File: src/rtl/instr_fetch.sv
// ----------------------------------------------------------------------------
// instr_fetch
//
// Instruction fetch stage that sits directly behind the PIC24 program counter.
// For every instruction it issues two 16-bit program memory reads: the low word
// at the even PC, then the upper byte at PC+1. It assembles the 24-bit
// instruction {upper byte, low word}, buffers it in a small prefetch FIFO and
// presents it to the decoder with a valid/ready handshake. pcinc_o pulses once
// per completed fetch so the PC can advance.
//
// Parameters
//   DEPTH      prefetch FIFO entries (power of two, >= 2)
//   PC_SETTLE  idle cycles after a pcinc_o pulse or flush release before the
//              next fetch may start
//
// Ports
//   clk_i          in   1   clock, rising edge
//   rst_ni         in   1   asynchronous active-low reset
//   pc_addr_i      in   24  current PC (bit 0 and bit 23 always 0)
//   pcinc_o        out  1   one-cycle PC increment request
//   flush_i        in   1   branch / PC load in progress, discard prefetch
//   pmem_req_o     out  1   program memory read request, held until ack
//   pmem_addr_o    out  24  program memory word address
//   pmem_ack_i     in   1   read complete, pmem_rdata_i valid this cycle
//   pmem_rdata_i   in   16  read data
//   instr_valid_o  out  1   FIFO head valid
//   instr_ready_i  in   1   decoder accepts the head
//   instr_o        out  24  head instruction {upper byte, low word}
//   instr_addr_o   out  24  PC the head instruction was fetched from
//   fetch_cnt_o    out  16  fetched-instruction counter
//
// Build option
//   FETCH_PERF_EN  when defined, fetch_cnt_o counts FIFO pushes (saturating,
//                  cleared only by reset); otherwise it is tied to zero.
// ----------------------------------------------------------------------------
module instr_fetch #(
    parameter int unsigned DEPTH     = 2,
    parameter int unsigned PC_SETTLE = 2
) (
    input  logic        clk_i,
    input  logic        rst_ni,
    input  logic [23:0] pc_addr_i,
    output logic        pcinc_o,
    input  logic        flush_i,
    output logic        pmem_req_o,
    output logic [23:0] pmem_addr_o,
    input  logic        pmem_ack_i,
    input  logic [15:0] pmem_rdata_i,
    output logic        instr_valid_o,
    input  logic        instr_ready_i,
    output logic [23:0] instr_o,
    output logic [23:0] instr_addr_o,
    output logic [15:0] fetch_cnt_o
);

    localparam int unsigned PW = $clog2(DEPTH);
    localparam int unsigned CW = PW + 1;
    localparam int unsigned SW = (PC_SETTLE < 1) ? 1 : $clog2(PC_SETTLE + 1);

    typedef enum logic [1:0] {StIdle, StReqLo, StReqHi, StSettle} state_e;

    state_e          state_q, state_d;
    logic [23:0]     pc_q;
    logic [15:0]     lo_q;
    logic            abort_q;
    logic [SW-1:0]   settle_q;
    logic            pcinc_q;

    logic [23:0]     fifo_instr [DEPTH];
    logic [23:0]     fifo_addr  [DEPTH];
    logic [PW-1:0]   wr_ptr_q, rd_ptr_q;
    logic [CW-1:0]   count_q;

    logic            pc_capture, lo_capture, push, pop;
    logic            settle_load, settle_dec, aborted;

    // The upper byte of the PC+1 read is the phantom byte and is never used.
    logic [7:0]      unused_phantom;
    assign unused_phantom = pmem_rdata_i[15:8];

    // ------------------------------------------------------------------------
    // FSM state register
    // ------------------------------------------------------------------------
    // NOTE: sequential state is written with non-blocking assignments only, so
    // every flop samples values from before the edge regardless of block order.
    always_ff @(posedge clk_i or negedge rst_ni) begin
        if (!rst_ni) state_q <= StIdle;
        else         state_q <= state_d;
    end

    // ------------------------------------------------------------------------
    // Next state and outputs
    // ------------------------------------------------------------------------
    // A fetch is aborted by a flush seen at any point while its reads are
    // outstanding; the pending read still completes before moving on.
    assign aborted = abort_q | flush_i;

    // NOTE: every signal driven here gets a default first, so no path through
    // the case statement can leave one unassigned and infer a latch.
    always_comb begin
        state_d     = state_q;
        pmem_req_o  = 1'b0;
        pmem_addr_o = '0;
        pc_capture  = 1'b0;
        lo_capture  = 1'b0;
        push        = 1'b0;
        settle_load = 1'b0;
        settle_dec  = 1'b0;

        unique case (state_q)
            StIdle: begin
                if (flush_i) begin
                    state_d     = StSettle;
                    settle_load = 1'b1;
                end else if (settle_q == '0 && count_q < CW'(DEPTH)) begin
                    state_d    = StReqLo;
                    pc_capture = 1'b1;
                end
            end
            StReqLo: begin
                pmem_req_o  = 1'b1;
                pmem_addr_o = pc_q;
                if (pmem_ack_i) begin
                    if (aborted) begin
                        state_d     = StSettle;
                        settle_load = 1'b1;
                    end else begin
                        state_d    = StReqHi;
                        lo_capture = 1'b1;
                    end
                end
            end
            StReqHi: begin
                pmem_req_o  = 1'b1;
                pmem_addr_o = pc_q + 24'd1;
                if (pmem_ack_i) begin
                    state_d     = StSettle;
                    settle_load = 1'b1;
                    push        = !aborted;
                end
            end
            StSettle: begin
                // A flush keeps re-arming the wait so the full settle time is
                // counted from the cycle the flush is released.
                if (flush_i)              settle_load = 1'b1;
                else if (settle_q == '0)  state_d     = StIdle;
                else                      settle_dec  = 1'b1;
            end
            default: state_d = StIdle;
        endcase
    end

    // ------------------------------------------------------------------------
    // Fetch bookkeeping: captured PC, low word, abort flag, settle counter
    // ------------------------------------------------------------------------
    always_ff @(posedge clk_i or negedge rst_ni) begin
        if (!rst_ni) begin
            pc_q     <= '0;
            lo_q     <= '0;
            abort_q  <= 1'b0;
            settle_q <= '0;
            pcinc_q  <= 1'b0;
        end else begin
            if (pc_capture) pc_q <= pc_addr_i;
            if (lo_capture) lo_q <= pmem_rdata_i;

            if (pmem_req_o && pmem_ack_i && state_d == StSettle) abort_q <= 1'b0;
            else if (pmem_req_o && flush_i)                      abort_q <= 1'b1;

            if (settle_load)     settle_q <= SW'(PC_SETTLE);
            else if (settle_dec) settle_q <= settle_q - SW'(1);

            pcinc_q <= push;
        end
    end

    assign pcinc_o = pcinc_q;

    // ------------------------------------------------------------------------
    // Prefetch FIFO
    // ------------------------------------------------------------------------
    assign pop = (count_q != '0) && instr_ready_i && !flush_i;

    always_ff @(posedge clk_i or negedge rst_ni) begin
        if (!rst_ni) begin
            wr_ptr_q <= '0;
            rd_ptr_q <= '0;
            count_q  <= '0;
        end else if (flush_i) begin
            wr_ptr_q <= '0;
            rd_ptr_q <= '0;
            count_q  <= '0;
        end else begin
            // Pointers are PW bits wide, so they wrap modulo DEPTH by themselves.
            if (push) wr_ptr_q <= wr_ptr_q + PW'(1);
            if (pop)  rd_ptr_q <= rd_ptr_q + PW'(1);
            if (push && !pop)      count_q <= count_q + CW'(1);
            else if (pop && !push) count_q <= count_q - CW'(1);
        end
    end

    // NOTE: the storage array is deliberately left without reset; the count
    // and pointers define which entries are meaningful, and the head outputs
    // are gated to zero while the FIFO is empty.
    always_ff @(posedge clk_i) begin
        if (push) begin
            fifo_instr[wr_ptr_q] <= {pmem_rdata_i[7:0], lo_q};
            fifo_addr[wr_ptr_q]  <= pc_q;
        end
    end

    assign instr_valid_o = (count_q != '0);
    assign instr_o       = instr_valid_o ? fifo_instr[rd_ptr_q] : '0;
    assign instr_addr_o  = instr_valid_o ? fifo_addr[rd_ptr_q]  : '0;

    // ------------------------------------------------------------------------
    // Optional fetch counter
    // ------------------------------------------------------------------------
`ifdef FETCH_PERF_EN
    logic [15:0] fetch_cnt_q;

    always_ff @(posedge clk_i or negedge rst_ni) begin
        if (!rst_ni)                          fetch_cnt_q <= '0;
        else if (push && fetch_cnt_q != '1)   fetch_cnt_q <= fetch_cnt_q + 16'd1;
    end

    assign fetch_cnt_o = fetch_cnt_q;
`else
    assign fetch_cnt_o = 16'h0000;
`endif

endmodule

File: config.mk
export PLATFORM = sky130hd
export DESIGN_NAME = instr_fetch
export DESIGN_NICKNAME = d
export VERILOG_FILES = /design/src/rtl/instr_fetch.sv
export SDC_FILE = /design/constraint.sdc
export NUM_CORES = 1
export LEC_CHECK = 0
export CORE_ASPECT_RATIO = 1.25
export CORE_MARGIN = 2
export CORE_UTILIZATION = 46
export DETAILED_ROUTE_END_ITERATION = 7
export PLACE_DENSITY = 0.74
export SETUP_SLACK_MARGIN = 0.1
export SYNTH_ARGS = -nofsm -noshare
export SYNTH_HDL_FRONTEND = slang
export SYNTH_SLANG_ARGS = --single-unit
export TNS_END_PERCENT = 10
File: constraint.sdc
create_clock -name clk_i -period 3.7 [get_ports clk_i]
set_clock_uncertainty 0.15 [all_clocks]
set_input_delay 0.74 -clock clk_i [delete_from_list [all_inputs] [get_ports clk_i]]
set_output_delay 0.74 -clock clk_i [all_outputs]
set_load 0.02 [all_outputs]
# --- After elaboration in Yosys (flattened, before gate mapping) ---
# Memories as Yosys holds them, arrays and structs flattened.
# Index checks and enable logic that the tools add are counted.
classes:
  addsub: 6
  n_lt_le_gt_ge: 1
  n_eq_ne: 4
  mux: 41
  bitwise: 1
  n_reduce_logical: 22
op_table:
  columns: ["operator", "count"]
  rows:
  - ["$mux W24", 2]
  - ["$pmux W24 S2", 1]
  - ["$mux W1", 25]
  - ["$add A24 B1 Y24 const B", 1]
  - ["$mux W2", 11]
  - ["$reduce_bool A2 Y1", 5]
  - ["$logic_and A1 B1 Y1", 8]
  - ["$pmux W2 S4", 1]
  - ["$eq A2 B2 Y1 const B", 3]
  - ["$logic_not A1 Y1", 4]
  - ["$logic_not A2 Y1", 2]
  - ["$reduce_or A2 Y1", 2]
  - ["$sub A2 B1 Y2 const B", 2]
  - ["$pmux W1 S3", 1]
  - ["$reduce_bool A3 Y1", 1]
  - ["$add A1 B1 Y1 const B", 2]
  - ["$add A2 B1 Y2 const B", 1]
  - ["$eq A2 B1 Y1 const B", 1]
  - ["$lt A2 B2 Y1 const B", 1]
  - ["$or A1 B1 Y1", 1]
totals:
  regBits: 50
  ram_bits: 96
  output_inout_bits: 91
  n_memories: 2
memory_table:
  columns: ["name", "depth", "width", "read_ports", "rd_clocked_by_memory_dff", "wr", "line", "source"]
  rows:
  - ["fifo_addr", 2, 24, 1, 0, 1, "70", "logic [23:0] fifo_addr [DEPTH];"]
  - ["fifo_instr", 2, 24, 1, 0, 1, "69", "logic [23:0] fifo_instr [DEPTH];"]

# --- Logic depth before layout (Yosys ltp) ---
# Gate-level depths: netlist of the first run.
depth:
  ltp_word: 9
  depth_mapped: 8

# --- Least setup slack after synthesis of the first run ---
# Ideal clock, no wire load.
synth_path:
  kind: "input -> register"
  startpoint: "in flush_i"
  endpoint: "mem fifo_addr[0][0] (enable)"
  setup_time_ps: 459
  arrival_ps: 3432
  t_required_ps: 3091
  setup_slack_ps: -341
  stages: 3
  path_cell_list: "nor4bb_1 > clkbuf_1 > nor2b_1"
synth_via:
  elab_chain_cells: 6
synth_lines:
  columns: ["item", "line", "source"]
  rows:
  - ["start: declaration", "44", "input logic flush_i,"]
  - ["$or A1 B1 Y1", "96", "assign aborted = abort_q | flush_i;"]
  - ["$logic_not A1 Y1", "139", "push = !aborted;"]
  - ["$mux W1", "136", "if (pmem_ack_i) begin"]
  - ["$mux W1", "110", "unique case (state_q)"]
  - ["named net push", "74", "logic pc_capture, lo_capture, push, pop;"]
  - ["$mux W1", "206", "if (push) begin"]
  - ["$mux W1 (implied by the code)", "208", "fifo_addr[wr_ptr_q] <= pc_q;"]
  - ["end: declaration", "70", null]
# The timed path passes the listed nets, and every way through them passes these cells.

# --- Worst setup path in the final report of the first run ---
layout_path:
  startpoint: "reg pc_q[0]"
  endpoint: "out pmem_addr_o[20]"
layout_via:
  elab_chain_cells: 2
layout_lines:
  columns: ["item", "line", "source"]
  rows:
  - ["start: declaration", "63", "logic [23:0] pc_q;"]
  - ["start signal: assignment", "164", "if (pc_capture) pc_q <= pc_addr_i;"]
  - ["$add A24 B1 Y24", "135", "pmem_addr_o = pc_q + 24'd1;"]
  - ["$pmux W24 S2", "110", null]
  - ["end: declaration", "46", "output logic [23:0] pmem_addr_o,"]
# No other way between the ends.

==> qor.yml, run 1 <==
die:
  io_pins: 136
  start_util_pct: 47.4
  floorplan.die.width_um: 111
  std_cell_rows: 48
  die_height_um: 138
  die_area_mm2: 0.0153
  core_box_area_mm2: 0.0139
cts:
  path_clk_slew_ns: 0.06
  cts_max_path_buffers: 2
  numCtsBuffers: 17
  postCtsHoldBufs: 0
  cts_max_level: 4
  numClockSinks: 146
  ctsRootBufferMaster: "clkbuf_16"
  tritoncts: "built"
  clock_latency_ns: 0.41
global_routing:
  first_pass_grt_wire_length_mm: 23.1
  first_global_vias: 4599
  grt.overflow.total: 0
  groute.usage.overall_pct: 19.5
  antenna_found_initial: 0
  grt_max_degree: 45
yosys:
  synth-edff-count: 96
  synth_seq_area_share_pct: 62.7
  synthDistinctLibCells: 52
  netlist_instances: 508
  synth_async_sr_flop_share_pct: 34.2
  synth.ff_latch_count: 146
  ys_flop_type: "edfxtp_1"
  post_synth_instance_area_mm2: 0.00660
  post_synth.cell_area_avg_um2: 13.0
  synth_warnings: 0
placed_design:
  placement.io_buffers: 119
  dpl_cell_area_mm2: 0.00806
  dp.final_hpwl_mm: 10.1
  dpl_worst_slack_ns: 0.181
  globalplace.congestion: 0.847
cells_and_area:
  drive_above_1_share_pct: 18.2
  most_frequent_standard_cell_in_the_layout_excluding_fill_and_tap_cells: "clkdlybuf4s50_1"
  final_cell_mix: "clkdlybuf4s50_1 (104), edfxtp_1 (96), nor2_1 (59)"
  area_growth_pct: 31.9
  final_cell_area_mm2: 0.00870
  diodes: 0
  final_net_count: 688
worst_setup_path:
  critical_path_cell_sequence: "ha_1 > nand3_1 > or4_4 > or4_1 > nand3_1 > clkdlybuf4s15_1"
  timing.critical_path.arrival_ns: 2.60
  timing.critical_path.fanout_max: 8
  crit_family: "simple AND/OR/NAND/NOR gates"
  slowest_stage: "or4_4"
  timing.critical_path.slowest_cell_delay_ns: 0.57
  worst_path_most_repeated_cell: "nand3_1"
  worstSetupEndpointType: "primary output"
  setup.worst_path.class: "flip-flop to primary output"
  worstPathRequired_ns: 2.81
  critical_path_buf_inv_count: 1
  crit_path_start_kind: "flip-flop"
timing:
  setup_viol: 0
  max_clock_freq_mhz: 287
  max_slew.worst_pin.slew_ns: 0.589
  report.final.hold_viol_count: 0
  rsz_0062_raised_after_global_routing: "no"
  final-max-slew-violation-count: 0
  slew_headroom_pct: 60.2
  finalCritPeriodShare_pct: 94.2
  final_critical_path_setup_slack_ns: 0.213
  worst_hold_slack_ns: 0.181
  layout_min_cycle_time_ns: 3.49
drt:
  wl_per_cell_um: 17.4
  vias: 4417
  firstDrtPassIters: 5
  detail_route.iter0.violations: 156
  route.detailed.drc: 0
  routed_wl_mm: 14.4
  ant_nets: 0
  vias_per_cell: 5.36
power_and_ir_drop:
  power_per_cell_area_mw_per_mm2: 674
  max-vdd-ir-drop_uv: 516
  power_leakage_uw: 0.00324
run_status:
  outcome: "complete, no violations"
min_path:
  timing.hold.worst.class: "primary input to asynchronous set/reset pin"
job:
  drv.max_cap_violation_count: 0
## logic make-up (layout without fill, tap and decap cells)
group / after synthesis / in the layout / synth area share (%)
and+or+nand+nor: 149 / 149 / 11.3
DFF: 146 / 146 / 62.7
muxes: 88 / 88 / 14.1
buffers and inverters: 56 / 182 / 4.17
AOI/OAI and AO/OA: 55 / 55 / 5.65
xor gates and xnor gates: 7 / 7 / 0.929
adders and majority gates: 6 / 6 / 1.14
other: 1 / 16 / 0.0568
## worst register-to-register path: stages, from the launching register on
cell	delay [ns]
dfrtp_1	0.44
inv_1	0.11
ha_1	0.32
buf_4	0.23
nor4bb_1	0.50
and2_2	0.25
buf_4	0.36
## state kept, by name (all words and copies together) (netlist names), 2 cells and up
signal,flops
settle_q,2
count_q,2
lo_q,16
state_q,2
pc_q,24
fifo_addr,48
fifo_instr,48
## synthesized netlist by cell type, types with 8 or more instances
master | number | share of area (%)
clkbuf_1 | 22 | 1.3
a21oi_1 | 10 | 0.76
nor2_1 | 60 | 3.4
edfxtp_1 | 96 | 44
mux2_2 | 39 | 6.7
mux2i_1 | 49 | 7.4
dfrtp_1 | 50 | 19
nor2b_1 | 9 | 0.85
nand4_1 | 8 | 0.76
buf_4 | 16 | 1.8
nand2_1 | 22 | 1.3
nand3_1 | 13 | 0.99
o21ai_0 | 13 | 0.99
inv_1 | 10 | 0.57
## metal layers
metal	part of all wire, %	track usage (%)	up-vias
met5	0	0	-
met4	1.6	6.10	0
met3	5.5	4.50	17
met2	52	35.3	173
met1	41	23.4	2133
li1	-	-	2094
## repair_timing
item,4_1_cts,5_1_grt
pin swaps,0,0
resized for setup,21,17
buffers inserted,0,0
endpoints found under the setup margin,15,14
gates cloned,0,0
## final cells by class
cell class / count / area (µm²)
clock buffers: 19 / 433
repair buffers: 141 / 1410
fillers: 1098 / 5230
multi-input cells: 321 / 2290
inverters: 10 / 37.5
clock inverters: 12 / 168
well taps: 175 / 219
flip-flops and latches: 146 / 4150
## path summary, 6_finish.rpt
path	start	endpoint	slack (ns)	cells after the start
worst min register to register	lo_q[6]$_DFFE_PN0P_	fifo_instr[0][6]$_DFFE_PP_	0.31	0
min in group clk_i	lo_q[6]$_DFFE_PN0P_	fifo_instr[0][6]$_DFFE_PP_	0.31	0
worst max register to register	state_q[0]$_DFF_PN0_	fifo_addr[1][23]$_DFFE_PP_	0.97	6
worst min-delay path	rst_ni	settle_q[0]$_DFFE_PN0P_	0.18	1
max in group asynchronous	rst_ni	pc_q[5]$_DFFE_PN0P_	2.38	2
worst max-delay path	pc_q[0]$_DFFE_PN0P_	pmem_addr_o[20]	0.21	6
## power by group
group          switching, µW  internal, µW  total, µW
clock                    621          1120       1740
sequential               322          2150       2470
combinational            882           770       1650
## through the flow
step | utilization, % | setup TNS, ns | total power (µW) | std cells
after floorplan | - | 0 | 3430 | 523
after global placement | 57.8 | 0 | 4060 | 793
after detailed placement | 57.8 | 0 | 4140 | 793
after CTS | 62.3 | -0.0203 | 5900 | 824
after global routing | 62.4 | 0 | 6160 | 824
final | 62.4 | 0 | 5860 | 824
Note: power is estimated with default switching activity, not from simulation.
==> run 2, diff against run 1 <==
--- a/config.mk
+++ b/config.mk
@@ -5,13 +5,13 @@
 export SDC_FILE = /design/constraint.sdc
 export NUM_CORES = 1
 export LEC_CHECK = 0
-export CORE_ASPECT_RATIO = 1.25
+export CORE_ASPECT_RATIO = 0.75
 export CORE_MARGIN = 2
 export CORE_UTILIZATION = 46
 export DETAILED_ROUTE_END_ITERATION = 7
 export PLACE_DENSITY = 0.74
 export SETUP_SLACK_MARGIN = 0.1
+export SKIP_LAST_GASP = 1
 export SYNTH_ARGS = -nofsm -noshare
 export SYNTH_HDL_FRONTEND = slang
 export SYNTH_SLANG_ARGS = --single-unit
-export TNS_END_PERCENT = 10
==> run 2 against run 1 <==
  * Flip-flop and latch count unchanged
  * Hold slack got worse by 0.079 ns
  * Count of clock-buffer cells in the layout decreased by 1
  * Combinational power about the same
  * Fmax decreased by 1.1%
  * Critical path type unchanged
  * Critical endpoint is now pmem_addr_o[11]
  * Highest routed layer unchanged
==> qor.yml, run 2 (same netlist as run 1, synthesis figures left out) <==
die:
  std_cell_rows: 37  # was 48
  die_area_mm2: 0.0153  # about the same
  core_box_area_mm2: 0.0138  # was 0.0139 mm²
  die_height_um: 108  # was 138 µm
  floorplan.die.width_um: 142  # was 111 µm
  start_util_pct: 47.7  # was 47.4%
  io_pins: 136  # unchanged
global_routing:
  grt_max_degree: 49  # was 45
  antenna_found_initial: 0  # unchanged
  first_pass_grt_wire_length_mm: 23.7  # was 23.1 mm
  groute.usage.overall_pct: 20.3  # was 19.5%
  first_global_vias: 4356  # was 4,599
  grt.overflow.total: 0  # unchanged
cts:
  clock_latency_ns: 0.41  # about the same
  cts_max_level: 4  # unchanged
  ctsRootBufferMaster: "clkbuf_16"  # unchanged
  numCtsBuffers: 17  # unchanged
  cts_max_path_buffers: 2  # unchanged
  numClockSinks: 146  # unchanged
  postCtsHoldBufs: 0  # unchanged
  path_clk_slew_ns: 0.06  # about the same
  tritoncts: "built"  # unchanged
cells_and_area:
  multiInputGateArea_mm2: 0.00229  # unchanged
  diodes: 0  # unchanged
  final_cell_mix: "clkdlybuf4s50_1 (102), edfxtp_1 (96), nor2_1 (59)"  # was clkdlybuf4s50_1 (104), edfxtp_1 (96), nor2_1 (59)
  most_frequent_standard_cell_in_the_layout_excluding_fill_and_tap_cells: "clkdlybuf4s50_1"  # unchanged
  reg_top3: "fifo_addr (48), fifo_instr (48), pc_q (24)"  # unchanged
  final_net_count: 685  # was 688
  drive_above_1_share_pct: 17.9  # was 18.2%
  area_growth_pct: 30.6  # was 31.9%
  fillCellCount: 1079  # was 1,098
  layout.area.seq_mm2: 0.00415  # about the same
timing:
  finalCritPeriodShare_pct: 95.3  # was 94.2%
  slew_headroom_pct: 61.0  # was 60.2%
  setup_viol: 0  # unchanged
  max_clock_freq_mhz: 284  # was 287 MHz
  rsz_0062_raised_after_global_routing: "yes"  # was no
  report.final.hold_viol_count: 0  # unchanged
  final_critical_path_setup_slack_ns: 0.176  # was 0.213 ns
  max_slew.worst_pin.slew_ns: 0.584  # was 0.589 ns
  fin_setup_tns_ns: 0  # unchanged
  final-max-slew-violation-count: 0  # unchanged
  layout_min_cycle_time_ns: 3.52  # was 3.49 ns
worst_setup_path:
  critical_path_cell_sequence: "inv_1 > ha_2 > buf_4 > nor3b_1 > o21a_1 > clkdlybuf4s50_1"  # was ha_1 > nand3_1 > or4_4 > or4_1 > nand3_1 > clkdlybuf4s15_1
  setup.worst_path.class: "flip-flop to primary output"  # unchanged
  crit_path_start_kind: "flip-flop"  # unchanged
  timing.critical_path.slowest_cell_delay_ns: 0.62  # was 0.57 ns
  timing.critical_path.fanout_max: 10  # was 8
  timing.critical_path.arrival_ns: 2.63  # was 2.60 ns
  crit_family: "buffers and inverters"  # was simple AND/OR/NAND/NOR gates
  worstPathRequired_ns: 2.81  # about the same
  critical_path_buf_inv_count: 3  # was 1
  worstSetupEndpointType: "primary output"  # unchanged
  slowest_stage: "clkdlybuf4s50_1"  # was or4_4
drt:
  ant_nets: 0  # unchanged
  vias: 4529  # was 4,417
  vias_per_cell: 5.51  # was 5.36
  routed_wl_mm: 14.8  # was 14.4 mm
  detail_route.iter0.violations: 279  # was 156
  firstDrtPassIters: 5  # unchanged
  wl_per_cell_um: 18.0  # was 17.4 µm
  route.detailed.drc: 0  # unchanged
job:
  drv.max_cap_violation_count: 0  # unchanged
power_and_ir_drop:
  max-vdd-ir-drop_uv: 597  # was 516 µV
  power_leakage_uw: 0.00318  # was 0.00324 µW
  power_per_cell_area_mw_per_mm2: 662  # was 674 mW/mm²
placed_design:
  placement.io_buffers: 119  # unchanged
  globalplace.congestion: 0.923  # was 0.847
  dpl_worst_slack_ns: 0.209  # was 0.181 ns
  dp.final_hpwl_mm: 10.1  # about the same
run_status:
  outcome: "complete, no violations"  # unchanged
min_path:
  timing.hold.worst.class: "primary input to asynchronous set/reset pin"  # unchanged
[run 2: metrics by stage]
step           total power (µW)  cells  hold WS (ns)  instance area [µm²]  utilization, %
6_report                   5700    822         0.102                 8620            62.3
3_5_place_dp               4130    790         0.300                 8040            58.1
3_3_place_gp               4060    790         0.292                 8040            58.1
5_1_grt                    5990    822         0.132                 8620            62.3
4_1_cts                    5710    822         0.100                 8600            62.1
2_1_floorplan              3430    523         0.287                 6660               -
[run 2: what timing repair did]
action | 4_1_cts | 5_1_grt
endpoints found under the setup margin | 15 | 10
resized for setup | 23 | 14
setup buffers | 0 | 0
[run 2: layout make-up]
| type | count | share of cell area (%) |
|---|---|---|
| clock buffer | 18 | 4.98 |
| clock inverter | 14 | 1.42 |
| inverter | 10 | 0.435 |
| multi-input combinational | 321 | 26.5 |
| sequential | 146 | 48.1 |
| tap | 175 | 2.54 |
| timing repair buffer | 138 | 16.0 |
[run 2: layer usage]
metal | vias to the layer above | track usage [%] | part of all wire [%]
li1 | 2096 | - | -
met1 | 2200 | 29.7 | 46
met3 | 16 | 4.23 | 7.9
met5 | - | 0 | 0
met4 | 0 | 5.71 | 0.79
met2 | 217 | 30.9 | 46
[run 2: where the power goes]
part	total [µW]	internal [µW]	switching [µW]
Sequential	2510	2150	363
Clock	1580	877	698
Combinational	1620	746	873
Total	5700	3770	1930
[run 2: worst paths after layout]
check	end	from	cells after the start	slack [ns]
max	pmem_addr_o[11]	state_q[1]$_DFF_PN0_	6	0.18
min	state_q[1]$_DFF_PN0_	rst_ni	1	0.10
max reg2reg	fifo_addr[0][15]$_DFFE_PP_	state_q[0]$_DFF_PN0_	7	1.27
min reg2reg	fifo_instr[0][0]$_DFFE_PP_	lo_q[0]$_DFFE_PN0P_	0	0.31
max in group asynchronous	pc_q[6]$_DFFE_PN0P_	rst_ni	2	2.64
min in group clk_i	fifo_instr[0][0]$_DFFE_PP_	lo_q[0]$_DFFE_PN0P_	0	0.31
